===== src/rtl/rv_pkg.sv =====
// Shared types for the segmented RV32I core: decoded control bundle and constants.
package rv_pkg;

  typedef struct packed {
    logic [3:0] alu_op;
    logic       alu_src_a;
    logic       alu_src_b;
    logic       ru_wr;
    logic       dm_wr;
    logic       dm_rd;
    logic [2:0] dm_ctrl;
    logic [1:0] wb_sel;
    logic       branch;
    logic       jump;
  } ctrl_t;

  localparam ctrl_t      CTRL_NOP = '0;
  localparam logic [4:0] REG_ZERO = 5'd0;

endpackage


===== src/rtl/load_use_detect.sv =====
// Combinational load-use hazard detector: a load in EX whose rd is read by the ID instruction.
module load_use_detect
  import rv_pkg::*;
(
  input  logic       ex_valid,
  input  logic       ex_dm_rd,
  input  logic [4:0] ex_rd,
  input  logic       id_valid,
  input  logic [4:0] id_rs1,
  input  logic [4:0] id_rs2,
  input  logic       id_use_rs1,
  input  logic       id_use_rs2,
  output logic       lu
);

  logic hit_rs1;
  logic hit_rs2;

  // x0 is never a real producer, so a load to x0 must not stall.
  assign hit_rs1 = id_use_rs1 && (id_rs1 == ex_rd);
  assign hit_rs2 = id_use_rs2 && (id_rs2 == ex_rd);
  assign lu      = ex_valid && ex_dm_rd && (ex_rd != REG_ZERO) && id_valid
                   && (hit_rs1 || hit_rs2);

endmodule


===== src/rtl/id_ex_stage.sv =====
// ID/EX pipeline register with load-use stall, flush bubbles and a saturating bubble counter.
module id_ex_stage
  import rv_pkg::*;
#(
  parameter int XLEN  = 32,
  parameter int CNT_W = 16
) (
  input  logic             clk,
  input  logic             rst_n,
  input  logic             id_valid,
  input  logic [XLEN-1:0]  id_pc,
  input  logic [XLEN-1:0]  id_ru1,
  input  logic [XLEN-1:0]  id_ru2,
  input  logic [XLEN-1:0]  id_imm,
  input  logic [4:0]       id_rs1,
  input  logic [4:0]       id_rs2,
  input  logic [4:0]       id_rd,
  input  logic             id_use_rs1,
  input  logic             id_use_rs2,
  input  ctrl_t            id_ctrl,
  input  logic             flush,
  output logic             stall_o,
  output logic             ex_valid,
  output logic [XLEN-1:0]  ex_pc,
  output logic [XLEN-1:0]  ex_ru1,
  output logic [XLEN-1:0]  ex_ru2,
  output logic [XLEN-1:0]  ex_imm,
  output logic [4:0]       ex_rs1,
  output logic [4:0]       ex_rs2,
  output logic [4:0]       ex_rd,
  output ctrl_t            ex_ctrl,
  output logic [CNT_W-1:0] bubble_cnt
);

  logic lu;
  logic bubble;

  load_use_detect u_lud (
    .ex_valid   (ex_valid),
    .ex_dm_rd   (ex_ctrl.dm_rd),
    .ex_rd      (ex_rd),
    .id_valid   (id_valid),
    .id_rs1     (id_rs1),
    .id_rs2     (id_rs2),
    .id_use_rs1 (id_use_rs1),
    .id_use_rs2 (id_use_rs2),
    .lu         (lu)
  );

  // Hold semantics: while stall_o is high, PC and IF/ID keep their contents and ID
  // re-presents the same instruction next cycle; a flush overrides the stall because
  // the ID instruction is being discarded anyway.
  assign stall_o = lu && !flush;
  assign bubble  = flush || stall_o;

  always_ff @(posedge clk or negedge rst_n) begin
    if (!rst_n) begin
      ex_valid <= 1'b0;
      ex_ctrl  <= CTRL_NOP;
      ex_pc    <= '0;
      ex_ru1   <= '0;
      ex_ru2   <= '0;
      ex_imm   <= '0;
      ex_rs1   <= '0;
      ex_rs2   <= '0;
      ex_rd    <= '0;
    end else if (bubble) begin
      // Data fields stay stale; a NOP control bundle makes them harmless.
      ex_valid <= 1'b0;
      ex_ctrl  <= CTRL_NOP;
    end else begin
      ex_valid <= id_valid;
      ex_ctrl  <= id_valid ? id_ctrl : CTRL_NOP;
      ex_pc    <= id_pc;
      ex_ru1   <= id_ru1;
      ex_ru2   <= id_ru2;
      ex_imm   <= id_imm;
      ex_rs1   <= id_rs1;
      ex_rs2   <= id_rs2;
      ex_rd    <= id_rd;
    end
  end

  always_ff @(posedge clk or negedge rst_n) begin
    if (!rst_n) begin
      bubble_cnt <= '0;
    end else if (bubble && (bubble_cnt != {CNT_W{1'b1}})) begin
      bubble_cnt <= bubble_cnt + 1'b1;
    end
  end

endmodule


===== config.mk =====
export PLATFORM = sky130hd
export DESIGN_NAME = id_ex_stage
export DESIGN_NICKNAME = d
export VERILOG_FILES = /design/src/rtl/rv_pkg.sv /design/src/rtl/load_use_detect.sv /design/src/rtl/id_ex_stage.sv
export SDC_FILE = /design/constraint.sdc
export NUM_CORES = 1
export LEC_CHECK = 0
export ABC_AREA = 1
export BUFFER_PORTS_ARGS = -buffer_cell sky130_fd_sc_hd__buf_2
export CORE_ASPECT_RATIO = 0.75
export CORE_MARGIN = 2
export CORE_UTILIZATION = 30
export DETAILED_ROUTE_END_ITERATION = 10
export HOLD_SLACK_MARGIN = 0.05
export PLACE_DENSITY = 0.54
export REMOVE_ABC_BUFFERS = 1
export SLEW_MARGIN = 20
export SYNTH_ARGS = -nofsm -noshare
export SYNTH_HDL_FRONTEND = slang
export SYNTH_SLANG_ARGS = --single-unit
export TNS_END_PERCENT = 100

===== constraint.sdc =====
create_clock -name clk -period 1.8 [get_ports clk]
set_input_delay 0 -clock clk [delete_from_list [all_inputs] [get_ports clk]]
set_output_delay 0 -clock clk [all_outputs]
set_load 0.02 [all_outputs]

* After elaboration in Yosys (flattened, before gate mapping)
Cells that the tools add are included.
** Cells by class
- Reductions and logical operators :: 12
- Equality and inequality tests :: 3
- Add/subtract/negate cells :: 1
- Muxes and demuxes :: 3
** Operators by type and width (number)
- $mux 16 :: 2
- $add 16x1->16 const B :: 1
- $ne 16x16->1 const B :: 1
- $eq 5x5->1 :: 2
- $logic_and 1x1->1 :: 8
- $reduce_bool 5->1 :: 1
- $logic_or 1x1->1 :: 2
- $logic_not 1->1 :: 1
- $mux 1 :: 1
** Storage, ports and cells
- Word-level logic and storage cells :: 38
- Flip-flop bits (word level) :: 176

* Logic depth before layout (Yosys ltp)
Gate-level depths: netlist of run 1.
- Depth in word-level cells :: 7
- Gate-level depth with buffers :: 12
- Depth with buffers taken out :: 11

* Cells and area by module
A second synthesis of run 1 with hierarchy kept.
** Unflattened totals
- Cell total of the unflattened synthesis :: 870
- Area total of the unflattened synthesis :: 7219.4 µm²
** By module, submodules not included
- id_ex_stage :: area an instance 6994.2 µm², instances 1, seq. area each 4404.2 µm², cells each 814
- load_use_detect :: area an instance 225.2 µm², instances 1, seq. area each 0.0 µm², cells each 56

* Worst setup path before layout of run 1
OpenSTA, ideal clock, no wires.
- Path kind :: reg-to-reg
- From :: register bubble_cnt[0]
- To :: register bubble_cnt[6]
- Required time :: 1735 ps
- Arrival time :: 1679 ps
- Cell stages (with the launch flop) :: 9
- Buffers on the path :: 1
- Slack :: 56 ps
- Cells stage by stage :: dfrtp_1 > ha_1 > nand3_2 > nor2_2 > nand4_1 > nand2_2 > buf_6 > nand2_1 > nand2_1
** On the way
- Longest elaborated chain between the ends :: 2
- Elaborated cells on any way between the ends :: 3
- Classes of those cells :: add/sub: 1; eq/ne: 1; reduce/logical: 1
** RTL lines
- from (decl) :: line id_ex_stage.sv:32 : output logic [CNT_W-1:0] bubble_cnt
- from (signal assigned) :: line id_ex_stage.sv:88 : bubble_cnt <= bubble_cnt + 1'b1;
- parallel branches: the longest is 2 deep, another holds $add 16x1->16
Several ways; the timed one is not identified.
A chain may end at the register's enable or synchronous reset.

* Worst setup path in the final report of run 1
- From :: register ex_rd[1]
- To :: register ex_imm[15]
** On the way
- Longest elaborated chain between the ends :: 6
- Elaborated cells on any way between the ends :: 11
- Classes of those cells :: eq/ne: 2; reduce/logical: 9
** RTL lines
- from (decl) :: line id_ex_stage.sv:30 : output logic [4:0] ex_rd,
- from (signal assigned) :: line id_ex_stage.sv:80 : ex_rd <= id_rd;
- $eq 5x5->1, or another cell as far along :: line load_use_detect.sv:20 : assign hit_rs1 = id_use_rs1 && (id_rs1 == ex_rd);
- $logic_and 1x1->1 (on tied branches) :: line load_use_detect.sv:20, load_use_detect.sv:21, load_use_detect.sv:22
- $logic_or 1x1->1 or $logic_and 1x1->1 (tied branches) :: line load_use_detect.sv:23, load_use_detect.sv:22
- $logic_and 1x1->1 (*) :: line load_use_detect.sv:23 : && (hit_rs1 || hit_rs2);
- $logic_and 1x1->1 (*) :: line id_ex_stage.sv:53 : assign stall_o = lu && !flush;
- $logic_or 1x1->1 (*) :: line id_ex_stage.sv:54 : assign bubble = flush || stall_o;
- to (signal assigned) :: line id_ex_stage.sv:77 : ex_imm <= id_imm;
- to (decl) :: line id_ex_stage.sv:27 : output logic [XLEN-1:0] ex_imm,
Mark *: on every way between the ends. The rest lies on a longest branch, timed or not.

==> results of run 1 <==
[Yosys cell counts]
| master | n | area share (%) |
|---|---|---|
| clkbuf_1 | 20 | 1.0 |
| inv_1 | 31 | 1.6 |
| nand3_2 | 1 | 0.13 |
| inv_2 | 1 | 0.051 |
| nor4_1 | 1 | 0.084 |
| xnor2_1 | 1 | 0.12 |
| ha_1 | 1 | 0.17 |
| dfrtp_1 | 176 | 59 |
| buf_1 | 4 | 0.20 |
| nand2_2 | 2 | 0.17 |
| nand3_1 | 160 | 11 |
| nand4_1 | 7 | 0.59 |
| nor2_2 | 1 | 0.084 |
| xor2_1 | 10 | 1.2 |
| nand2_4 | 1 | 0.15 |
| o21ai_0 | 9 | 0.61 |
| buf_6 | 4 | 0.61 |
| buf_2 | 11 | 0.74 |
| buf_4 | 14 | 1.4 |
| nor2_1 | 35 | 1.8 |
| nand2_1 | 371 | 19 |
| nor3_1 | 6 | 0.40 |
[final timing paths]
check,start,cells after the start,endpoint
hold reg to reg,ex_ru1[5]$_DFFE_PN0N_,2,ex_ru1[5]$_DFFE_PN0N_
setup reg to reg,ex_rd[1]$_DFFE_PN0N_,11,ex_imm[15]$_DFFE_PN0N_
setup / recovery,ex_rd[1]$_DFFE_PN0N_,11,ex_imm[15]$_DFFE_PN0N_
hold / removal,rst_n,2,bubble_cnt[2]$_DFFE_PN0P_
min in group clk,flush,5,ex_pc[29]$_DFFE_PN0N_
max in group asynchronous,rst_n,3,ex_rd[0]$_DFFE_PN0N_
[cell usage in the layout, fill, tap and decap left out, drive strengths merged, types with 7 or more instances in the layout]
| master | count |
|---|---|
| nor2 | 36 |
| dfrtp | 176 |
| buf | 388 |
| nand2 | 376 |
| inv | 33 |
| nand4 | 7 |
| o21ai | 9 |
| dlygate4sd3 | 176 |
| clkbuf | 27 |
| nand3 | 161 |
| xor2 | 10 |
[cells by family after synthesis]
| family | Yosys count |
|---|---|
| buffers and inverters | 85 |
| adders and majority gates | 1 |
| AOI/OAI and AO/OA | 9 |
| xor gates and xnor gates | 11 |
| DFF | 176 |
| and+or+nand+nor | 585 |
[power groups by stage]
stage          combinational (mW)  clock (mW)  sequential, mW
6_report                     2.30        3.90            4.55
5_1_grt                      2.51        4.19            4.59
4_1_cts                      2.21        4.01            4.54
3_5_place_dp                 1.89           0            4.60
3_3_place_gp                 1.87           0            4.60
2_1_floorplan               0.516           0            5.03
[area by class of cell]
type / count / area [sq um] / area share (%)
Clock inverter: 12 / 158.9 / 1.264
Timing Repair Buffer: 572 / 4304 / 34.25
Tap cell: 331 / 414.1 / 3.295
Sequential cell: 176 / 4407 / 35.07
Clock buffer: 20 / 456.7 / 3.634
Multi-Input combinational cell: 608 / 2704 / 21.52
Inverter: 32 / 122.6 / 0.9757
[critical path, delay by kind of cell (launching register included)]
| family | cells | cell delay, ps |
|---|---|---|
| DFF | 1 | 420 |
| and+or+nand+nor | 7 | 590 |
| buffers and inverters | 4 | 570 |
[per-layer routing]
| metal | wire, um | part of all wire, % |
|---|---|---|
| met1 | 11830 | 43 |
| met2 | 12880 | 47 |
| met3 | 2276 | 8.3 |
| met4 | 386 | 1.4 |
| met5 | 0 | 0 |
[what timing repair did]
item | in CTS | in global routing
setup endpoints to repair | 1 | 139
hold endpoints to repair | 325 | 0
gates cloned | 1 | 11
setup buffers | 7 | 5
resized for setup | 6 | 36
hold buffers | 176 | 0
pin swaps | 1 | 8
[state kept, by name, summed over array words and instances (netlist names)]
| name | flops |
|---|---|
| bubble_cnt | 16 |
| ex_rd | 5 |
| ex_rs2 | 5 |
| ex_ctrl | 16 |
| ex_pc | 32 |
| ex_imm | 32 |
| ex_ru2 | 32 |
| ex_ru1 | 32 |
| ex_rs1 | 5 |
| ex_valid | 1 |
[stage by stage]
stage,power [mW],cell area (sq um),instances,setup slack (ps)
floorplan,5.548,7123,814,-2091
global placement,6.475,9689,1519,104.8
detailed placement,6.491,9689,1519,48.19
CTS,10.75,12180,1735,11.46
global route,11.28,12570,1751,-36.80
finish,10.74,12570,1751,86.66
==> results.md, run 1 <==
- First-pass GRT wire length: 41,010 um
- Share of cells above drive strength 1: 31.83%
- Final net count: 1,573
- Outcome: finished, final reports clean
- Ant diodes: 0
- Met2 GRT Util: 32.82%
- Clk pwr share: 36.3%
- Sequential Power Share: 42.3%
- Clk Latency, worst-skew pair: 430 ps
- Final period util: 95.19%
- Slew @ Worst Pin: 599.9 ps
- Mux share of post-synthesis cell area: 0%
- CP Cell Sequence: buf_4 > nor2_1 > nand4_1 > nand4_1 > inv_2 > nand2_4 > buf_12 > nand2_8 > clkbuf_16 > nand2_1 > nand2_1
- Sw frac: 29.58%
- Met1 Use GR: 25.02%
- Die area: 0.02601 sq mm
- Worst-path clk slew: 70 ps
- Cells after Synth: 867
- Max_slew headroom: 60.00%
- Iteration count of the initial detailed-routing pass: 4
- Post-Route Utilization: 52.03%
- RSZ-0062 raised after global routing: true
- Area Growth Syn to Fin: 69.41%
- Slowest CP cell: dfrtp_1
- Placeable Area: 0.02416 sq mm
- CTS buffer count: 17
- Worst Skew: 9.941 ps
- CTS H-tree lvls: 4
- Post-synthesis adder-cell area fraction: 0.1687%
- Total number of vias: 7,900
- Final setup violation count: 0
- GRT met3 Usage: 6.864%
- Root Buffer: clkbuf_16
- Fill count: 2,271
- P_leak: 6.805 nW
- Row count: 49
- CTS tree: built
- Post-Synth Simple-Gate Area: 32.96%
- Pwr dens: 854.4 mW/mm^2
- CP Data Required Time: 2110 ps
- NetSw: 3.177 mW
- GP Congestion: 0.8733
- XOR/XNOR Fraction of Synth Area: 1.299%
- Post-DP HPWL: 17,110 um
- Max incr delay on CP: 420 ps
- R2R setup slack: 90 ps
- Minimum clock period: 1713 ps
- Sequential area share after synthesis: 59.37%
- Largest family of logic cells by synthesized area: simple AND/OR/NAND/NOR gates
- Grt ovf: 0
- Worst setup SP type: flip-flop
- Ports: 342
- Routed len/inst: 15.63 um
- CTS sink count: 176
- CP Class: flip-flop to flip-flop
- Setup_tns: 0 ps
- Syn Area/Cell: 8.556 sq um
- Crit end category: flip-flop
- Maxcap violations: 0
- Max Freq: 583.7 MHz
- Synth warn: 0
- All-Layer GR Usage: 19.99%
- Fin. Hold Viols: 0
- Initial DRC Count: 311
- Die X-Extent: 185.6 um
- Drc violations: 0
- Vias in the first global route: 7,987
- Via density: 4.512
- Critical Path AT: 2030 ps
- Worst hold path type: input pin to async pin
- GR peak layer: met2
- Initial core utilization: 30.71%
- Final Max Tran Viols: 0
- Hold slack: 138.5 ps
- Compound-Gate Fraction of Synth Area: 0.6072%
- Int Pwr: 7.561 mW
- Longest Clk Path Bufs: 2
- Synthesized flop and latch total: 176
- Initial antenna violation count: 0
- Critical Path Fanout Max: 11
- Synthesized area: 0.007418 sq mm
- Distinct cells, synth: 22
- Port Buffers: 341
- Die H: 140.2 um
- Routed Antenna Nets: 0
- Largest net degree at the start of global routing: 70
- Final WL: 27,370 um
- Combinational fraction of design power: 21.4%
- VDD IR max: 0.5922 mV
(Power assumes the default switching activity.)
==> run 2: changes to the inputs <==
--- a/config.mk
+++ b/config.mk
@@ -11,7 +11,6 @@
 export CORE_MARGIN = 2
 export CORE_UTILIZATION = 30
 export DETAILED_ROUTE_END_ITERATION = 10
-export HOLD_SLACK_MARGIN = 0.05
 export PLACE_DENSITY = 0.54
 export REMOVE_ABC_BUFFERS = 1
 export SLEW_MARGIN = 20
==> constraint.sdc (replaced) <==
create_clock -name clk -period 1.8 [get_ports clk]
set_input_delay 0.09 -clock clk [delete_from_list [all_inputs] [get_ports clk]]
set_output_delay 0.09 -clock clk [all_outputs]
set_load 0.02 [all_outputs]
==> run 2 against run 1 <==
Register-to-register slack worse by 60 ps. Clock skew about the same. Sequential cell count unchanged. First-iteration DRC count up 18%. Design area down 3.5%. Total power up 0.38%. Die area unchanged. Utilization down 1.8 points. Via count down 2.6%. Cell count down 1.5%. Routed wire length down 6.1%. Sequential share of layout area up 1.3 points. Critical path type is now flip-flop to primary output. Largest cell class unchanged. Largest power group unchanged. Highest routed layer is now met5.
==> results.md, run 2 (synthesized netlist as in run 1, its figures left out) <==
- Max Freq: 562.1 MHz
- Hold Path End: ex_valid$_DFF_PN0_
- Initial DRC Count: 366
- Critical Path AT: 1690 ps
- Commonest non-fill, non-tap cells in the layout: 366 x nand2_1, 339 x buf_2, 173 x dfrtp_1
- Crit end category: primary output
- CTS H-tree lvls: 4
- Slowest CP cell: dfrtp_1
- Slew @ Worst Pin: 461.9 ps
- Worst Skew: 10.25 ps
- Vias in the first global route: 7,941
- Hold Crit Depth: 4
- Die X-Extent: 185.6 um
- Post-Layout Cell Count: 1,724
- Via density: 4.462
- Final WL: 25,700 um
- Area Growth Syn to Fin: 63.42%
- Initial antenna violation count: 1
- Root Buffer: clkbuf_16
- Outcome: finished, final reports clean
- Worst r2r src: ex_rd[4]$_DFFE_PN0N_
- CTS sink count: 176
- Final Max Tran Viols: 0
- Die H: 140.2 um
- Critical path's top delay family: simple AND/OR/NAND/NOR gates
- Share of cells above drive strength 1: 31.44%
- Longest Clk Path Bufs: 2
- Critical Path Fanout Max: 4
- Worst setup SP type: flip-flop
- Met1 WL: 11,070 um
- Final period util: 98.84%
- Total number of vias: 7,693
- First-pass GRT wire length: 40,340 um
- Final net count: 1,548
- Post-DP HPWL: 16,990 um
- Placeable Area: 0.02416 sq mm
- Met3 wire length: 2073 um
- Met2 routed WL: 12,130 um
- Worst hold path type: input pin to flip-flop
- Buf/Inv on CP: 3
- R2R setup slack: 30 ps
- Grt ovf: 0
- GP Congestion: 0.8610
- CTS buffer count: 17
- Final setup violation count: 0
- CP Cell Sequence: inv_2 > nand2_1 > nand2_1 > nor2_2 > nand3_1 > nand2_2 > nand2_4 > buf_12 > nor2_4 > buf_6
- Largest net degree at the start of global routing: 78
- Row count: 49
- CTS tree: built
- RR Endpoint: ex_rd[2]$_DFFE_PN0N_
- CP Data Required Time: 1710 ps
- Drc violations: 0
- Cell mode on critical path: nand2_1
- Iteration count of the initial detailed-routing pass: 5
- Worst-path clk slew: 60 ps
- Maxcap violations: 0
- Hold slack: 120.5 ps
- Routed len/inst: 14.91 um
- VDD IR max: 0.6046 mV
- RSZ-0062 raised after global routing: true
- Minimum clock period: 1779 ps
- Ports: 342
- Max incr delay on CP: 410 ps
- Fill count: 2,397
- P_leak: 6.638 nW
- Hold Crit Start: id_valid
- Commonest non-fill, non-tap cell in the layout: nand2_1
- Post-placement cell count: 1,519
- Die area: 0.02601 sq mm
- Routed Antenna Nets: 0
- Port Buffers: 341
- Worst Reg-to-Reg Cells: 12
- Initial core utilization: 30.71%
- Max_slew headroom: 69.20%
- Max layer used: met5
- Clk Latency, worst-skew pair: 430 ps
- CP Class: flip-flop to primary output
- All-Layer GR Usage: 19.68%
- Pwr dens: 889.1 mW/mm^2
- Fin. Hold Viols: 0
- Ant diodes: 0
==> run 2: cell count changes in the layout (fill, tap and decap cells not counted), sizes merged <==
| cell | delta |
|---|---|
| clkbuf | -7 |
| bufinv | +2 |
| clkinvlp | -3 |
| dlygate4sd3 | -16 |
| buf | -3 |
==> run 2: per-stage QoR <==
| stage | power (mW) | TNS [ps] | setup WS [ps] | util [%] | area, sq um |
|---|---|---|---|---|---|
| 2_1_floorplan | 5.548 | -317420 | -2091 | - | 7123 |
| 3_3_place_gp | 6.463 | 0 | 95.89 | 40.01 | 9664 |
| 3_5_place_dp | 6.477 | 0 | 71.40 | 40.01 | 9664 |
| 4_1_cts | 10.87 | -10.50 | -10.50 | 49.65 | 11990 |
| 5_1_grt | 11.30 | -5512 | -102.5 | 50.19 | 12120 |
| 6_report | 10.78 | 0 | 20.93 | 50.19 | 12120 |
==> run 2: worst max-delay path by stage <==
stage	start	slack (ps)	cells after the start	endpoint
after CTS	ex_rd[0]$_DFFE_PN0N_	-10	10	stall_o
final	ex_rd[4]$_DFFE_PN0N_	20	10	stall_o
after global routing	ex_rd[3]$_DFFE_PN0N_	-100	10	ex_rs1[1]$_DFFE_PN0N_
after detailed placement	ex_rd[4]$_DFFE_PN0N_	70	11	bubble_cnt[15]$_DFFE_PN0P_
after global placement	ex_rd[4]$_DFFE_PN0N_	100	11	bubble_cnt[13]$_DFFE_PN0P_
after floorplan	ex_rd[3]$_DFFE_PN0N_	-2090	11	bubble_cnt[0]$_DFFE_PN0P_
==> run 2: power by group <==
part | switching (mW) | leakage, nW | internal, mW | total [mW]
combinational | 1.26 | 4.16 | 0.919 | 2.18
sequential | 0.244 | 2.18 | 4.30 | 4.55
clock | 1.61 | 0.299 | 2.45 | 4.06
==> run 2: worst reg2reg max path: cells and delay by family (launching register included) <==
family        cells  cell delay (ps)
flops             1              410
buf+inv           4              660
simple gates      8              600
==> run 2: routing by layer <==
| layer | vias to the layer above | GRT usage (%) |
|---|---|---|
| li1 | 3775 | - |
| met1 | 3638 | 24.65 |
| met2 | 248 | 32.21 |
| met3 | 30 | 6.760 |
| met4 | 2 | 5.760 |
| met5 | - | 0 |
==> run 2: area by class of cell <==
class	count	area, sq um	area share, %
flip-flops and latches	176	4408	36.36
repair buffers	547	3874	31.95
multi-input cells	608	2683	22.13
clock buffers	19	432.9	3.571
well taps	331	414.1	3.416
clock inverters	11	188.9	1.558
inverters	32	122.6	1.011
==> run 2: what timing repair did <==
item                       in CTS  in global routing
hold endpoints to repair      242                  0
setup endpoints to repair       1                175
setup buffers                   7                  4
pin swaps                       4                  7
hold buffers                  160                  0
gates resized for setup         9                 15
cloned                          1                  3
==> run 3: changes to the inputs <==
--- a/config.mk
+++ b/config.mk
@@ -10,6 +10,7 @@
 export CORE_ASPECT_RATIO = 0.75
 export CORE_MARGIN = 2
 export CORE_UTILIZATION = 30
+export CTS_BUF_LIST = sky130_fd_sc_hd__clkbuf_8
 export DETAILED_ROUTE_END_ITERATION = 10
 export PLACE_DENSITY = 0.54
 export REMOVE_ABC_BUFFERS = 1
==> run 3 against run 2 <==
The flow now finishes with violations (setup timing). Design area fell by 2.1%. Utilization is 1.0 points lower. Combinational power hardly changed. Count of clock-buffer cells in the layout is 2 lower. Critical path depth is the same. Via count hardly changed. Clock power down 23%. Setup slack got worse by 49 ps. Register-to-register slack worse by 30 ps. Non-clock buffer count decreased by 4. Highest routed layer unchanged. Sequential cell count unchanged.
==> results.md, run 3 (synthesized netlist as in run 1, its figures left out) <==
- Largest net degree at the start of global routing: 78
- Drc violations: 0
- Die X-Extent: 185.6 um
- Fill count: 2,414
- Initial core utilization: 30.71%
- CP Class: flip-flop to primary output
- Post-Layout Cell Count: 1,720
- Post-placement cell count: 1,519
- Share of cells above drive strength 1: 30.96%
- Vias in the first global route: 7,928
- Initial DRC Count: 429
- Final period util: 101.6%
- Worst hold path type: input pin to flip-flop
- RSZ-0062 raised after global routing: true
- First-pass GRT wire length: 40,450 um
- Total number of vias: 7,699
- Final Max Tran Viols: 0
- Fin. Hold Viols: 0
- Iteration count of the initial detailed-routing pass: 4
- Max_slew headroom: 69.21%
- Critical Path AT: 1740 ps
- Die H: 140.2 um
- Commonest non-fill, non-tap cell in the layout: nand2_1
- Pwr dens: 827.9 mW/mm^2
- GP Congestion: 0.8610
- Post-DP HPWL: 16,990 um
- Worst setup margin: -28.00 ps
- Clk Latency, worst-skew pair: 480 ps
- Worst Skew: 18.41 ps
- CTS H-tree lvls: 4
- Worst-path clk slew: 90 ps
- Area Growth Syn to Fin: 60.04%
- Longest Clk Path Bufs: 2
- Worst setup SP type: flip-flop
- Final net count: 1,544
- Via density: 4.476
- CTS buffer count: 17
- CP Data Required Time: 1710 ps
- Max Freq: 547.0 MHz
- VDD IR max: 0.4675 mV
- Critical Path Fanout Max: 4
- P_leak: 6.537 nW
- Slew @ Worst Pin: 461.8 ps
- Grt ovf: 0
- Post-Route Utilization: 49.15%
- Commonest non-fill, non-tap cells in the layout: 369 x nand2_1, 339 x buf_2, 173 x dfrtp_1
- CTS sink count: 176
- Ports: 342
- Root Buffer: clkbuf_8
- Die area: 0.02601 sq mm
- Placeable Area: 0.02416 sq mm
- Routed Antenna Nets: 0
- Final setup violation count: 1
- Setup_tns: -28.00 ps
- Port Buffers: 341
- Outcome: finished, violations left
- Initial antenna violation count: 1
- CTS tree: built
- Ant diodes: 0
- Routed len/inst: 15.01 um
- Final WL: 25,820 um
- Minimum clock period: 1828 ps
- Violated checks: setup timing
- Row count: 49
- Maxcap violations: 0
- Crit end category: primary output
- All-Layer GR Usage: 19.82%
==> run 3: cell count changes in the layout (fill, tap and decap cells not counted), sizes merged <==
| cell | delta |
|---|---|
| buf | -4 |
| clkbuf | -2 |
| inv | +2 |
==> run 3: power by group <==
group | total [mW] | leakage (nW) | switching (mW) | internal (mW)
Combinational | 2.17 | 4.13 | 1.25 | 0.913
Clock | 3.12 | 0.220 | 1.50 | 1.62
Sequential | 4.54 | 2.18 | 0.243 | 4.30
Total | 9.83 | 6.54 | 3.00 | 6.83
==> run 3: final timing paths <==
check | from | to | slack [ps] | cells after the start
min in group asynchronous | rst_n | ex_pc[10]$_DFFE_PN0N_ | 120 | 2
hold reg to reg | ex_ru1[5]$_DFFE_PN0N_ | ex_ru1[5]$_DFFE_PN0N_ | 470 | 2
max in group asynchronous | rst_n | ex_imm[1]$_DFFE_PN0N_ | 1030 | 3
setup / recovery | ex_rd[4]$_DFFE_PN0N_ | stall_o | -30 | 10
setup reg to reg | ex_rd[4]$_DFFE_PN0N_ | ex_ru2[28]$_DFFE_PN0N_ | 0 | 12
hold / removal | id_valid | ex_ctrl[3]$_DFF_PN0_ | 80 | 4
==> run 3: final cells by class <==
class	count	area, sq um	area share, %
clock buffer	17	234.0	1.971
clock inverter	13	196.4	1.655
inverter	32	122.6	1.033
multi-input combinational	608	2661	22.42
sequential	176	4408	37.13
tap	331	414.1	3.488
timing repair buffer	543	3836	32.31
==> run 3: per-stage QoR <==
stage          setup WS, ps  hold slack [ps]  total power, mW  cell area, sq um
2_1_floorplan         -2091           -205.6            5.548              7123
3_3_place_gp          95.89            62.63            6.463              9664
3_5_place_dp          71.40            59.85            6.477              9664
4_1_cts              -71.80            10.77            9.922             11800
5_1_grt              -140.6            45.66            10.34             11870
6_report             -28.00            82.83            9.830             11870
==> run 3: timing repair <==
action,CTS,global route
pin swaps,6,7
hold buffers,160,0
endpoints found under the setup margin,1,174
buffers inserted,7,0
hold endpoints to repair,332,0
resized for setup,8,10
gates cloned,1,3
==> run 3: worst max-delay path: stages, from the launching register on <==
cell	delay, ps
dfrtp_1	410
inv_2	70
nand2_1	60
nand2_1	60
nor2_1	100
nand3_1	90
nand2_2	90
nand2_4	60
buf_12	130
nor2_4	70
buf_6	120
==> run 3: layer usage <==
metal  vias up  GRT usage (%)  wire length, um
li1       3768              -                -
met1      3651          24.77            11310
met2       245          32.25            12070
met3        33          6.682             1969
met4         2          6.506              458
met5         -              0               11
